$ cat src/rtl/serial_pkt_src.sv
// serial_pkt_src
//   Buffers four payload bytes, then on request sends a 40-bit serial packet:
//   one header byte (A5 or C3) followed by the four payload bytes in load
//   order, every byte MSB first, every bit held BIT_DIV clocks. After the
//   packet a GAP_CYC-cycle idle gap is enforced before the next load/start.
//
// Parameters
//   BIT_DIV  clk_50 cycles per serial bit (1..16)
//   GAP_CYC  idle cycles after a packet before returning to IDLE (1..255)
//
// Ports
//   clk_50       in   sole clock, rising edge
//   reset        in   synchronous, active-high
//   byte_in      in   payload byte offered for loading
//   byte_valid   in   byte_in valid this cycle
//   byte_ready   out  byte accepted this cycle (IDLE and buffer not full)
//   hdr_sel      in   header choice sampled with tx_start: 0 = A5, 1 = C3
//   tx_start     in   transmit request, honoured only in IDLE with 4 bytes
//   serial_data  out  registered serial bit, 0 whenever data_ena is 0
//   data_ena     out  registered, high for every packet bit cycle
//   busy         out  high in HDR, DATA, GAP
//   pkt_done     out  one-cycle pulse in the first GAP cycle
module serial_pkt_src #(
  parameter int BIT_DIV = 1,
  parameter int GAP_CYC = 4
) (
  input  logic       clk_50,
  input  logic       reset,
  input  logic [7:0] byte_in,
  input  logic       byte_valid,
  output logic       byte_ready,
  input  logic       hdr_sel,
  input  logic       tx_start,
  output logic       serial_data,
  output logic       data_ena,
  output logic       busy,
  output logic       pkt_done
);

  typedef enum logic [1:0] {IDLE, HDR, DATA, GAP} state_t;

  localparam logic [3:0] DIV_LAST = 4'(BIT_DIV - 1);
  localparam logic [7:0] GAP_LAST = 8'(GAP_CYC - 1);

  state_t      state, state_nxt;
  logic [2:0]  count;
  logic [7:0]  buf_q [4];
  logic        hdr_q;
  logic [3:0]  div_cnt, div_nxt;
  logic [2:0]  bit_cnt, bit_nxt;
  logic [1:0]  idx, idx_nxt;
  logic [7:0]  gap_cnt;
  logic [7:0]  byte_nxt;
  logic        accept, start, bit_end, byte_end;
  logic        ser_d, ena_d, done_d;

  assign byte_ready = (state == IDLE) && (count < 3'd4);
  assign accept     = byte_valid && byte_ready;
  // count == 4 implies byte_ready is low, so a same-edge load always wins
  assign start      = (state == IDLE) && tx_start && (count == 3'd4);
  assign bit_end    = (div_cnt == DIV_LAST);
  assign byte_end   = bit_end && (bit_cnt == 3'd7);
  assign busy       = (state != IDLE);

  // State register
  always_ff @(posedge clk_50) begin
    if (reset) state <= IDLE;
    else       state <= state_nxt;
  end

  // Next-state logic
  always_comb begin
    state_nxt = state;
    unique case (state)
      IDLE: if (start)                     state_nxt = HDR;
      HDR:  if (byte_end)                  state_nxt = DATA;
      DATA: if (byte_end && idx == 2'd3)   state_nxt = GAP;
      GAP:  if (gap_cnt == GAP_LAST)       state_nxt = IDLE;
      default:                             state_nxt = IDLE;
    endcase
  end

  // Output logic: the outputs are registered, so this computes the bit that
  // will be on the line in the cycle after the coming edge.
  always_comb begin
    div_nxt  = 4'd0;
    bit_nxt  = 3'd0;
    idx_nxt  = 2'd0;
    byte_nxt = 8'h00;
    if (state == HDR || state == DATA) begin
      div_nxt = bit_end ? 4'd0 : div_cnt + 4'd1;
      bit_nxt = bit_end ? bit_cnt + 3'd1 : bit_cnt;
      idx_nxt = (state == DATA && byte_end) ? idx + 2'd1 : idx;
    end
    unique case (state_nxt)
      HDR:     byte_nxt = ((state == IDLE) ? hdr_sel : hdr_q) ? 8'hC3 : 8'hA5;
      DATA:    byte_nxt = buf_q[idx_nxt];
      default: byte_nxt = 8'h00;
    endcase
    ena_d  = (state_nxt == HDR) || (state_nxt == DATA);
    ser_d  = ena_d && byte_nxt[3'd7 - bit_nxt];
    done_d = (state == DATA) && (state_nxt == GAP);
  end

  // Control and output registers
  always_ff @(posedge clk_50) begin
    if (reset) begin
      count       <= 3'd0;
      hdr_q       <= 1'b0;
      div_cnt     <= 4'd0;
      bit_cnt     <= 3'd0;
      idx         <= 2'd0;
      gap_cnt     <= 8'd0;
      serial_data <= 1'b0;
      data_ena    <= 1'b0;
      pkt_done    <= 1'b0;
    end else begin
      if (done_d)      count <= 3'd0;
      else if (accept) count <= count + 3'd1;
      if (start) hdr_q <= hdr_sel;
      div_cnt     <= div_nxt;
      bit_cnt     <= bit_nxt;
      idx         <= idx_nxt;
      if (state == GAP) gap_cnt <= (gap_cnt == GAP_LAST) ? 8'd0 : gap_cnt + 8'd1;
      else              gap_cnt <= 8'd0;
      serial_data <= ser_d;
      data_ena    <= ena_d;
      pkt_done    <= done_d;
    end
  end

  // Payload buffer (data only, not reset; count gates its use)
  always_ff @(posedge clk_50) begin
    if (accept) buf_q[count[1:0]] <= byte_in;
  end

endmodule

$ cat config.mk
export PLATFORM = sky130hd
export DESIGN_NAME = serial_pkt_src
export DESIGN_NICKNAME = d
export VERILOG_FILES = /design/src/rtl/serial_pkt_src.sv
export SDC_FILE = /design/constraint.sdc
export NUM_CORES = 1
export LEC_CHECK = 0
export CAP_MARGIN = 5
export CORE_MARGIN = 5
export CORE_UTILIZATION = 35
export DETAILED_ROUTE_END_ITERATION = 10
export GPL_TIMING_DRIVEN = 1
export SYNTH_ARGS = -nofsm -noshare
export SYNTH_HDL_FRONTEND = slang
export SYNTH_SLANG_ARGS = --single-unit
export TNS_END_PERCENT = 10
$ cat constraint.sdc
create_clock -name clk_50 -period 4 [get_ports clk_50]
set_input_delay 0.8 -clock clk_50 [delete_from_list [all_inputs] [get_ports clk_50]]
set_output_delay 0.8 -clock clk_50 [all_outputs]
set_load 0.05 [all_outputs]
# == Word level (Yosys, flattened, before mapping) ==
# Memory sizes are Yosys's and may differ from the RTL's.
# Index checks and enable logic that the tools add are counted.
# op_classes
add_sub_neg,6
magnitude_cmp,2
n_eq_ne,10
muxes,16
n_bitwise,2
n_reduce_logical,17
# op_table
cell,n
$pmux W8 S2,1
$mux W2,6
$eq A2 B2 Y1 const B,5
$logic_and A1 B1 Y1,9
$add A8 B1 Y8 const B,1
$eq A8 B2 Y1 const B,1
$pmux W2 S4,1
$mux W7,1
$add A3 B1 Y3 const B,2
$eq A3 B3 Y1 const B,2
$mux W3,2
$reduce_or A3 Y1,2
$add A4 B1 Y4 const B,1
$eq A2 B1 Y1 const B,2
$logic_not A4 Y1,1
$lt A3 B4 Y1 const B,1
$mux W1,4
$bmux W1 S3,1
$lt A3 B3 Y1 const B,1
$sub A3 B3 Y3 const A,1
$add A2 B1 Y2 const B,1
$logic_not A2 Y1,1
$logic_or A1 B1 Y1,2
$not A1 Y1,2
2 further kinds,2
# totals
register_bits,26
ramBits,32
input_bits,13
memories,1
# memory_table
memory,words,word_bits,read_ports,rd_clocked_by_memory_dff,wr,line_no,text
buf_q,4,8,1,0,1,47,logic [7:0] buf_q [4];

# == Logic depth before layout (Yosys ltp) ==
# Gate-level depths: netlist of the first run.
# logic_depth
ltp_word,10
mapped_depth,14
depth_no_buf,14

# == Least setup slack after synthesis of the first run ==
# Ideal clock, no wire load.
# synth_timing
path_type,register to register
start,register gap_cnt[3]
end,register serial_data
setup_time_ns,0.138
arrival_ns,2.533
required_time_ns,3.862
slack_ns,1.328
path_stages_with_launch,11
period_less_slack_ns,2.672
cell_sequence,dfxtp_1 or4_1 o41ai_1 o21ai_0 a21oi_1 inv_1 ha_1 o2111ai_1 a31oi_1 a2111oi_1 a2111oi_2
# synth_between
elab_chain_cells,8
elab_cells_between_ends,10
classes_between,eq/ne: 3; mux: 5; reduce/logical: 2
# synth_rtl
item,line_no,text
start: declaration,52,logic [7:0] gap_cnt;
start signal: assignment,124,if (state == GAP) gap_cnt <= (gap_cnt == GAP_LAST) ? 8'd0 : gap_cnt + 8'd1;
$eq A8 B2 Y1 *,78,GAP: if (gap_cnt == GAP_LAST) state_nxt = IDLE;
$mux W2 *,78,
$pmux W2 S4 *,74,unique case (state)
net state_nxt[1],45,"state_t state, state_nxt;"
$eq A2 B2 Y1 / $eq A2 B1 Y1 (equally long branches),"95, 100",
$pmux W8 S2,95,unique case (state_nxt)
$bmux W1 S3,101,ser_d = ena_d && byte_nxt[3'd7 - bit_nxt];
$mux W1 (implied by the code),101,
$logic_and A1 B1 Y1 *,101,
end signal: assignment,126,serial_data <= ser_d;
end: declaration,34,"output logic serial_data,"
# The timed path passes the listed nets; every way through them passes the cells marked *. The select of a mux whose other input is x is not followed.
# A chain may end at the register's enable or synchronous reset.

# == Worst setup path after layout of the first run ==
# Same ends and word-level chain as after synthesis.

==> results of run 1 <==
[cells by family (layout without fill, tap and decap cells)]
| kind of cell | count (synthesis) | after routing | synth area share (%) |
|---|---|---|---|
| simple gates | 107 | 107 | 19.1 |
| flops | 58 | 58 | 52.0 |
| compound gates | 44 | 44 | 11.5 |
| buf+inv | 20 | 47 | 3.08 |
| fa+ha+maj | 19 | 19 | 8.35 |
| xor+xnor | 10 | 10 | 3.08 |
| mux | 8 | 8 | 2.90 |
[per-layer routing]
metal / global-route usage, % / share of wire, % / up-vias
li1: - / - / 998
met1: 15.2 / 48 / 923
met2: 19.3 / 48 / 26
met3: 4.38 / 3.1 / 6
met4: 4.04 / 1.6 / 0
met5: 0 / 0 / -
[sequential cells by signal, indices dropped and copies added, names as in the netlist]
name and count:
bit_cnt 3, buf_q 32, count 3, data_ena 1, div_cnt 4, gap_cnt 8, hdr_q 1, idx 2
pkt_done 1, serial_data 1, state 2
[path summary, 6_finish.rpt]
kind               from          end  slack [ns]  depth (start not counted)
min          div_cnt[0]   div_cnt[0]        0.48                          1
max          gap_cnt[3]  serial_data        0.84                         10
min reg2reg  div_cnt[0]   div_cnt[0]        0.48                          1
max reg2reg  gap_cnt[3]  serial_data        0.84                         10
[cell type report]
cell class | instances | area [um2]
Clock buffer | 9 | 124
Clock inverter | 7 | 83.8
Fill cell | 774 | 4490
Inverter | 13 | 48.8
Multi-Input combinational cell | 188 | 1280
Sequential cell | 58 | 1480
Tap cell | 102 | 128
Timing Repair Buffer | 18 | 178
[report_power, final]
part / internal (W) / switching [W] / leakage (nW)
Combinational: 0.0000675 / 0.000119 / 0.641
Sequential: 0.000666 / 0.0000125 / 0.503
Clock: 0.000343 / 0.000233 / 0.103
Total: 0.00108 / 0.000365 / 1.25
[metrics by stage]
step	setup WS, ns	util, %	hold slack, ns	area [um2]	power, W
after detailed placement	0.725	39.9	0.482	3110	0.000881
after global routing	0.431	42.5	0.522	3320	0.00151
after CTS	0.861	42.5	0.490	3320	0.00146
final	0.845	42.5	0.481	3320	0.00144
after global placement	0.830	39.9	0.458	3110	0.000878
after floorplan	1.33	-	0.438	2850	0.000817
[synthesized netlist by cell type, drive strengths merged (3+ instances only)]
library cell,number
nand2,27
mux2i,6
inv,13
and2,4
o21a,5
and3,6
o2111ai,4
xor2,6
a21oi,9
a31oi,3
nand3,7
nand2b,3
nand3b,3
nor2,42
clkbuf,4
nor3,4
o31ai,3
buf,3
edfxtp,32
dfxtp,26
ha,19
xnor2,4
a211oi,8
[worst max-delay path: stages (launching register included)]
cell and delay, ns:
dfxtp_1 0.34, or4_1 0.54, o41ai_1 0.44, o21ai_0 0.15, a21oi_1 0.30, inv_1 0.14
ha_1 0.31, o2111ai_1 0.15, a31oi_1 0.11, a2111oi_1 0.47, a2111oi_2 0.06
==> metrics.cfg, run 1 <==
[grt]
grt_pass1_vias = 1944
grt_start_max_net_pins = 16
gr-total-overflow = 0
grt_usage_pct = 12.1
grt_pass1_wl_um = 9380
antenna_found_initial = 0

[die]
die_h_um = 100
rows = 32
core_um2 = 7810
die_x_um = 100
dieArea_um2 = 10000
initial_core_util_pct = 36.5
ios = 18

[setup_path]
start_kind = flip-flop
worst_ep_required_time_ns = 4.19
cp-end-kind = flip-flop
worstPathArrival_ns = 3.35
criticalPathCategory = flip-flop to flip-flop
crit_fanout = 7

[clocking]
cts_hold_buf = 0
cts_tree = yes
cts_inserted_buffers = 9
cts_post_setup_buffers_inserted = 0
ctsResizeCount = 0
clk_pin_slew_worst_paths_ns = 0.07
cts_max_path_buffers = 2
cts.sinks = 58
cts-root-buf = clkbuf_8
clk_latency_ns = 0.34
h-tree-depth = 3

[synthesis]
synth-seq-cells = 58
syn-instance-count = 266
yosysWarnings = 0
synth_edf_count = 32
yosys.area.top_type_share_pct = 33.8
async_flop_share_pct = 0
yosysUniqueCellTypes = 48
ys_seq_area_share_pct = 52.0
yosys-top-cells-area = edfxtp_1 (34%), dfxtp_1 (18%), ha_1 (8.4%), nor2_1 (5.5%), nand2_1 (3.4%)
yosys.area.top_type = edfxtp_1
syn_nets = 298
netlist_area_um2 = 2850
ys.flop_type = edfxtp_1
synth_area_per_cell_um2 = 10.7

[sta]
post-route-period-util_pct = 78.9
timing_hold_violations_final = 0
fin_skew_ns = 0.00738
fin_crit_ns = 3.16
slew_viol_final = 0
relSlewSlack_pct = 60.0
max_freq_mhz = 317
worst_pin_slew_ns = 0.598
setup-tns-final_ns = 0
grt_setup_unrepaired = false
setup_viol = 0

[power]
vdd_drop_max_uv = 248
p_per_area_nw_per_um2 = 434
p_leak_nw = 1.25

[layout]
drive_gt1_share_pct = 8.87
layout.nets = 320
num_antenna_cells = 0
layout_common_cells = nor2_1 (42), edfxtp_1 (32), nand2_1 (26), dfxtp_1 (26), ha_1 (19)
final_cells = 395
areaGrowthSynthToFinish_pct = 16.7
final_common_cell = nor2_1

[placement]
dpl.cell_count = 379
place_congestion = 0.847
portBuffers = 17
hpwl_um = 3970

[drt]
dr_total_vias = 1953
drt_iter0_markers = 72
avgViaCountPerCell = 4.94
first_pass_iters = 4
antenna_left = 0
drcViolationCount = 0
wl_per_cell_um = 14.3
drt_wl_total_um = 5630

[flow_run]
drv_cap = 0

[min_path]
hold_path_class = flip-flop to flip-flop

[run_status]
status = finished clean

No activity file was read; power rests on OpenSTA's default activity.
==> run 2, diff against run 1 <==
==> constraint.sdc (replaced) <==
create_clock -name clk_50 -period 3.1 [get_ports clk_50]
set_input_delay 0.62 -clock clk_50 [delete_from_list [all_inputs] [get_ports clk_50]]
set_output_delay 0.62 -clock clk_50 [all_outputs]
set_load 0.05 [all_outputs]
==> run 2 against run 1 <==
Net effect: via count grew 2.5%; clock skew about the same; sequential share of layout area fell by 0.35 points; cell area grew 0.79%; die area is the same; cell count is 1.8% higher; first-iteration DRC count decreased by 8.3%; core utilization increased by 0.34 points; count of clock-buffer cells in the layout rose by 2; sequential cell count is the same; sequential power is 29% higher; setup slack got worse by 0.60 ns.
==> metrics.cfg, run 2 (same netlist as run 1, synthesis figures left out) <==
[layout]
final_common_cell = nor2_1
drive_gt1_share_pct = 12.0  ; +3.1 points
final_util_pct = 42.9  ; +0.34 points
num_antenna_cells = 0  ; unchanged
final_area_um2 = 3350  ; +0.79%
layout_common_cells = nor2_1 (42), edfxtp_1 (32), nand2_1 (26), dfxtp_1 (26)
layout.nets = 327  ; +2.2%
areaGrowthSynthToFinish_pct = 17.6
n_fill_cell = 751  ; -3.0%
largest_register_ffs = 32  ; unchanged

[run_status]
status = finished clean

[setup_path]
start_kind = flip-flop
worstPathArrival_ns = 2.23  ; -1.12 ns
cp-end-kind = output port
criticalPathCategory = flip-flop to output port
rr_worst_depth = 10  ; unchanged
rr_endpoint = serial_data
crit_fanout = 6  ; -1
cp-startpoint = state[0]
worst_ep_required_time_ns = 2.48  ; -1.71 ns
crit_end = byte_ready
r2r_slack_ns = 0.26  ; -0.58 ns
worstReg2RegStart = gap_cnt[5]

[power]
p_per_area_nw_per_um2 = 503  ; +16%
p_leak_nw = 1.26  ; +0.69%
total_power_w = 0.00168  ; +17%
vdd_drop_max_uv = 294  ; +18%

[sta]
post-route-period-util_pct = 92.1
slew_viol_final = 0  ; unchanged
fin_skew_ns = 0.00727  ; -0.000103 ns
hold_ws_ns = 0.478  ; -0.00331 ns
setup-tns-final_ns = 0  ; unchanged
setup_viol = 0  ; unchanged
max_freq_mhz = 350
timing_hold_violations_final = 0  ; unchanged
fin_crit_ns = 2.85
relSlewSlack_pct = 60.9  ; +0.90 points
worst_pin_slew_ns = 0.585  ; -0.0126 ns

[drt]
first_pass_iters = 4  ; unchanged
drt_iter0_markers = 66  ; -8.3%
avgViaCountPerCell = 4.98  ; +0.67%
drcViolationCount = 0  ; unchanged
antenna_left = 0  ; unchanged
dr_total_vias = 2001  ; +2.5%
wl_per_cell_um = 14.1  ; -0.85%
drt_wl_total_um = 5690  ; +0.91%

[flow_run]
drv_cap = 0  ; unchanged

[grt]
antenna_found_initial = 0  ; unchanged
gr-total-overflow = 0  ; unchanged
grt_pass1_wl_um = 9410  ; +0.29%
grt_pass1_vias = 1940  ; -0.21%
grt_start_max_net_pins = 16  ; unchanged
grt_usage_pct = 12.2  ; +0.13 points

[placement]
place_congestion = 0.837  ; -1.2%
portBuffers = 17  ; unchanged
placed_cell_area_um2 = 3150  ; +1.2%
hpwl_um = 4040  ; +1.9%

[clocking]
clk_pin_slew_worst_paths_ns = 0.06  ; about the same
cts_inserted_buffers = 9  ; unchanged
clk_latency_ns = 0.34  ; about the same
cts-root-buf = clkbuf_8
cts_tree = yes
h-tree-depth = 3  ; unchanged
cts.sinks = 58  ; unchanged
cts_max_path_buffers = 2  ; unchanged

[die]
initial_core_util_pct = 36.5  ; unchanged
core_um2 = 7810  ; unchanged
die_x_um = 100  ; unchanged
dieArea_um2 = 10000  ; unchanged
rows = 32  ; unchanged
ios = 18  ; unchanged
die_h_um = 100  ; unchanged

[min_path]
hold_path_class = flip-flop to flip-flop

run 2: cell types whose count changed in the layout (fill, tap and decap cells not counted), moves of 2 or more:
cell       change
bufinv_16      -2
ha_1           -2
clkinv_2       +2
buf_4          +7
ha_2           +2
clkbuf_1       +2
run 2: how the worst min path moves through the flow:
| stage | startpoint | end | slack [ns] | depth (start not counted) |
|---|---|---|---|---|
| after floorplan | gap_cnt[0] | gap_cnt[0] | 0.44 | 1 |
| after global placement | gap_cnt[0] | gap_cnt[0] | 0.46 | 1 |
| after detailed placement | gap_cnt[0] | gap_cnt[0] | 0.46 | 1 |
| after CTS | gap_cnt[0] | gap_cnt[0] | 0.48 | 1 |
| after global routing | gap_cnt[0] | gap_cnt[0] | 0.52 | 1 |
| final | gap_cnt[0] | gap_cnt[0] | 0.48 | 1 |
run 2: metal layers:
layer / GRT usage, % / routed length, um / up-vias
li1: - / - / 1011
met1: 14.8 / 2690 / 954
met2: 19.3 / 2680 / 25
met3: 3.82 / 183 / 11
met4: 6.84 / 136 / 0
met5: 0 / 0 / -
run 2: per-stage QoR:
| step | setup slack, ns | instances |
|---|---|---|
| 5_1_grt | -0.0237 | 402 |
| 3_3_place_gp | 0.165 | 384 |
| 4_1_cts | 0.117 | 400 |
| 6_report | 0.245 | 402 |
| 2_1_floorplan | 0.428 | 266 |
| 3_5_place_dp | 0.147 | 384 |
run 2: final cells by class:
cell class / instances / area, um2 / share of cell area, %
clock inverter: 5 / 21.3 / 0.636
multi-input combinational: 188 / 1310 / 39.0
inverter: 13 / 48.8 / 1.46
clock buffer: 11 / 131 / 3.93
tap: 102 / 128 / 3.81
timing repair buffer: 25 / 230 / 6.88
sequential: 58 / 1480 / 44.3
run 2: where the power goes:
group          total, W  internal (W)  switching [W]
sequential     0.000877      0.000860      0.0000172
combinational  0.000243     0.0000892       0.000154
clock          0.000562      0.000279       0.000284
total           0.00168       0.00123       0.000454
run 2: worst max-delay path: stages, from the launching register on:
cell and delay [ns]:
dfxtp_1 0.34, inv_1 0.15, ha_2 0.24, inv_1 0.06, nor2_1 0.23, clkdlybuf4s50_1 0.87
run 2: repair_timing:
| action | 4_1_cts | 5_1_grt |
|---|---|---|
| gates resized for setup | 0 | 5 |
| endpoints found under the setup margin | 0 | 1 |
| endpoints found under the hold margin | 0 | 0 |
| hold buffers | 0 | 0 |
| buffers inserted | 0 | 2 |
==> run 3, diff against run 2 <==
--- a/config.mk
+++ b/config.mk
@@ -7,7 +7,7 @@
 export LEC_CHECK = 0
 export CAP_MARGIN = 5
 export CORE_MARGIN = 5
-export CORE_UTILIZATION = 35
+export CORE_UTILIZATION = 30
 export DETAILED_ROUTE_END_ITERATION = 10
 export GPL_TIMING_DRIVEN = 1
 export SYNTH_ARGS = -nofsm -noshare
==> constraint.sdc (replaced) <==
create_clock -name clk_50 -period 3.1 [get_ports clk_50]
set_input_delay 0.62 -clock clk_50 [delete_from_list [all_inputs] [get_ports clk_50]]
set_output_delay 0.62 -clock clk_50 [all_outputs]
set_load 0.005 [all_outputs]
==> run 3 against run 2 <==
Net effect: clock skew barely moved; sequential power about the same; critical path depth grew 4; die area is 15% higher; register-to-register slack got worse by 0.04 ns; critical path type is now flip-flop to flip-flop; cell count increased by 6.2%.
==> metrics.cfg, run 3 (same netlist as run 1, synthesis figures left out) <==
[run_status]
status = finished clean

[layout]
seq_area_um2 = 1480  ; unchanged
layout_common_cells = nor2_1 (42), edfxtp_1 (32), nand2_1 (26), dfxtp_1 (26), ha_1 (18)
areaGrowthSynthToFinish_pct = 18.5
drive_gt1_share_pct = 11.1  ; -0.93 points
final_common_cell = nor2_1
layout.nets = 325  ; -0.61%
largest_register_ffs = 32  ; unchanged
multi_input_area_um2 = 1290  ; -1.4%
num_antenna_cells = 0  ; unchanged
n_fill_cell = 942  ; +25%

[grt]
antenna_found_initial = 0  ; unchanged
busiest_layer = met2
met3_usage_pct = 2.58  ; -1.2 points
grt_start_max_net_pins = 16  ; unchanged
grt_usage_pct = 10.8  ; -1.4 points
grt_pass1_wl_um = 9730  ; +3.4%
gr-usage-met2_pct = 18.2  ; -1.1 points
gr-total-overflow = 0  ; unchanged
use_met1_pct = 13.1  ; -1.6 points
grt_pass1_vias = 2053  ; +5.8%

[clocking]
h-tree-depth = 3  ; unchanged
clk_pin_slew_worst_paths_ns = 0.07  ; about the same
clk_latency_ns = 0.33  ; about the same
cts-root-buf = clkbuf_8
cts_tree = yes
cts_hold_buf = 0  ; unchanged
cts_inserted_buffers = 9  ; unchanged
cts_max_path_buffers = 2  ; unchanged
cts.sinks = 58  ; unchanged

[placement]
portBuffers = 17  ; unchanged
dp_slack_ns = 0.111  ; -0.0361 ns
hpwl_um = 4110  ; +1.8%
place_congestion = 0.842  ; +0.57%

[drt]
wl_per_cell_um = 13.4  ; -5.5%
first_pass_iters = 4  ; unchanged
drcViolationCount = 0  ; unchanged
avgViaCountPerCell = 4.67  ; -6.3%
drt_wl_total_um = 5710  ; +0.40%
antenna_left = 0  ; unchanged
drt_iter0_markers = 93  ; +41%
dr_total_vias = 1992  ; -0.45%

[power]
p_seq_share_pct = 50.3  ; -1.8 points
cellInternalPower_w = 0.00132  ; +7.2%
switching_share_pct = 24.4  ; -2.6 points
p_leak_nw = 1.26  ; about the same
p_per_area_nw_per_um2 = 517  ; +2.8%
p_comb_share_pct = 12.2  ; -2.2 points
vdd_drop_max_uv = 265  ; -9.9%
clkPwrFrac_pct = 37.5  ; +4.1 points
p_switching_w = 0.000426  ; -6.3%

[sta]
final.setup.worst_slack_ns = 0.221  ; -0.0244 ns
max_freq_mhz = 347  ; -0.85%
fin_skew_ns = 0.00701  ; -0.000262 ns
timing_hold_violations_final = 0  ; unchanged
slew_viol_final = 0  ; unchanged
setup_viol = 0  ; unchanged
fin_crit_ns = 2.88  ; +0.0244 ns
worst_pin_slew_ns = 0.532  ; -0.0532 ns
setup-tns-final_ns = 0  ; unchanged
post-route-period-util_pct = 92.9  ; +0.79 points
grt_setup_unrepaired = false
relSlewSlack_pct = 64.4  ; +3.6 points

[die]
ios = 18  ; unchanged
core_um2 = 9240  ; +18%
initial_core_util_pct = 30.8  ; -5.7 points
dieArea_um2 = 11500  ; +15%
rows = 35  ; +9.4%
die_x_um = 107  ; +7.2%
die_h_um = 107  ; +7.2%

[setup_path]
crit_family = compound AO/OA/AOI/OAI gates
worstPathArrival_ns = 3.07  ; +0.84 ns
cp_common_cell = o32ai_1
start_kind = flip-flop
crit_path_top_delay_cell = ha_1
critical-path-max-stage-delay_ns = 0.58  ; -0.29 ns
crit_fanout = 15  ; +9
cp_num_buf_inv = 1  ; -2
cp-end-kind = flip-flop
worst_ep_required_time_ns = 3.30  ; +0.82 ns
worstPathCellList = inv_1 > ha_1 > nand3b_1 > nand2_1 > nor2_1 > o32ai_1 > o32ai_1 > a2111oi_1 > a2111oi_2
criticalPathCategory = flip-flop to flip-flop

[min_path]
hold_path_class = flip-flop to flip-flop

[flow_run]
drv_cap = 0  ; unchanged

## run 3: changes by cell type in the layout (fill, tap and decap cells not counted)
cell / before / now
o41ai_2: 0 / 1
o41ai_4: 1 / 0
ha_2: 2 / 1
o31ai_2: 1 / 0
clkbuf_1: 2 / 4
ha_1: 17 / 18
o31ai_1: 2 / 3
bufinv_16: 0 / 1
clkinv_1: 3 / 0
buf_4: 8 / 6
## run 3: path summary, 6_finish.rpt
kind	from	end	slack [ns]	depth (start not counted)
min reg2reg	gap_cnt[0]	gap_cnt[0]	0.49	1
max	state[0]	serial_data	0.22	9
max reg2reg	state[0]	serial_data	0.22	9
min	gap_cnt[0]	gap_cnt[0]	0.49	1
## run 3: per-layer routing
metal / wire [um] / up-vias
met5: 0 / -
met4: 77 / 0
met3: 182 / 11
met2: 2790 / 29
met1: 2660 / 947
li1: - / 1005
## run 3: power groups by stage
stage	Sequential (W)	Combinational (W)	Clock [W]
floorplan	0.000889	0.000137	0
CTS	0.000877	0.000215	0.000672
global route	0.000880	0.000237	0.000705
finish	0.000876	0.000212	0.000654
global placement	0.000893	0.000211	0
detailed placement	0.000894	0.000214	0
## run 3: timing repair
action	in CTS	in global routing
gates resized for setup	0	2
setup buffers	0	1
setup endpoints to repair	0	1
## run 3: through the flow
stage	cells	area, um2	hold WS (ns)	total power, W	utilization, %
after floorplan	266	2850	0.438	0.00103	-
after detailed placement	410	3180	0.477	0.00111	34.4
after global routing	427	3370	0.525	0.00182	36.5
after global placement	410	3180	0.457	0.00110	34.4
after CTS	426	3360	0.494	0.00176	36.3
final	427	3370	0.491	0.00174	36.5
## run 3: cell type report
| cell class | instances | share of cell area [%] |
|---|---|---|
| clock inverter | 3 | 1.19 |
| clock buffer | 13 | 4.12 |
| inverter | 13 | 1.45 |
| sequential | 58 | 43.9 |
| tap | 129 | 4.78 |
| timing repair buffer | 23 | 6.38 |
| multi-input combinational | 188 | 38.2 |
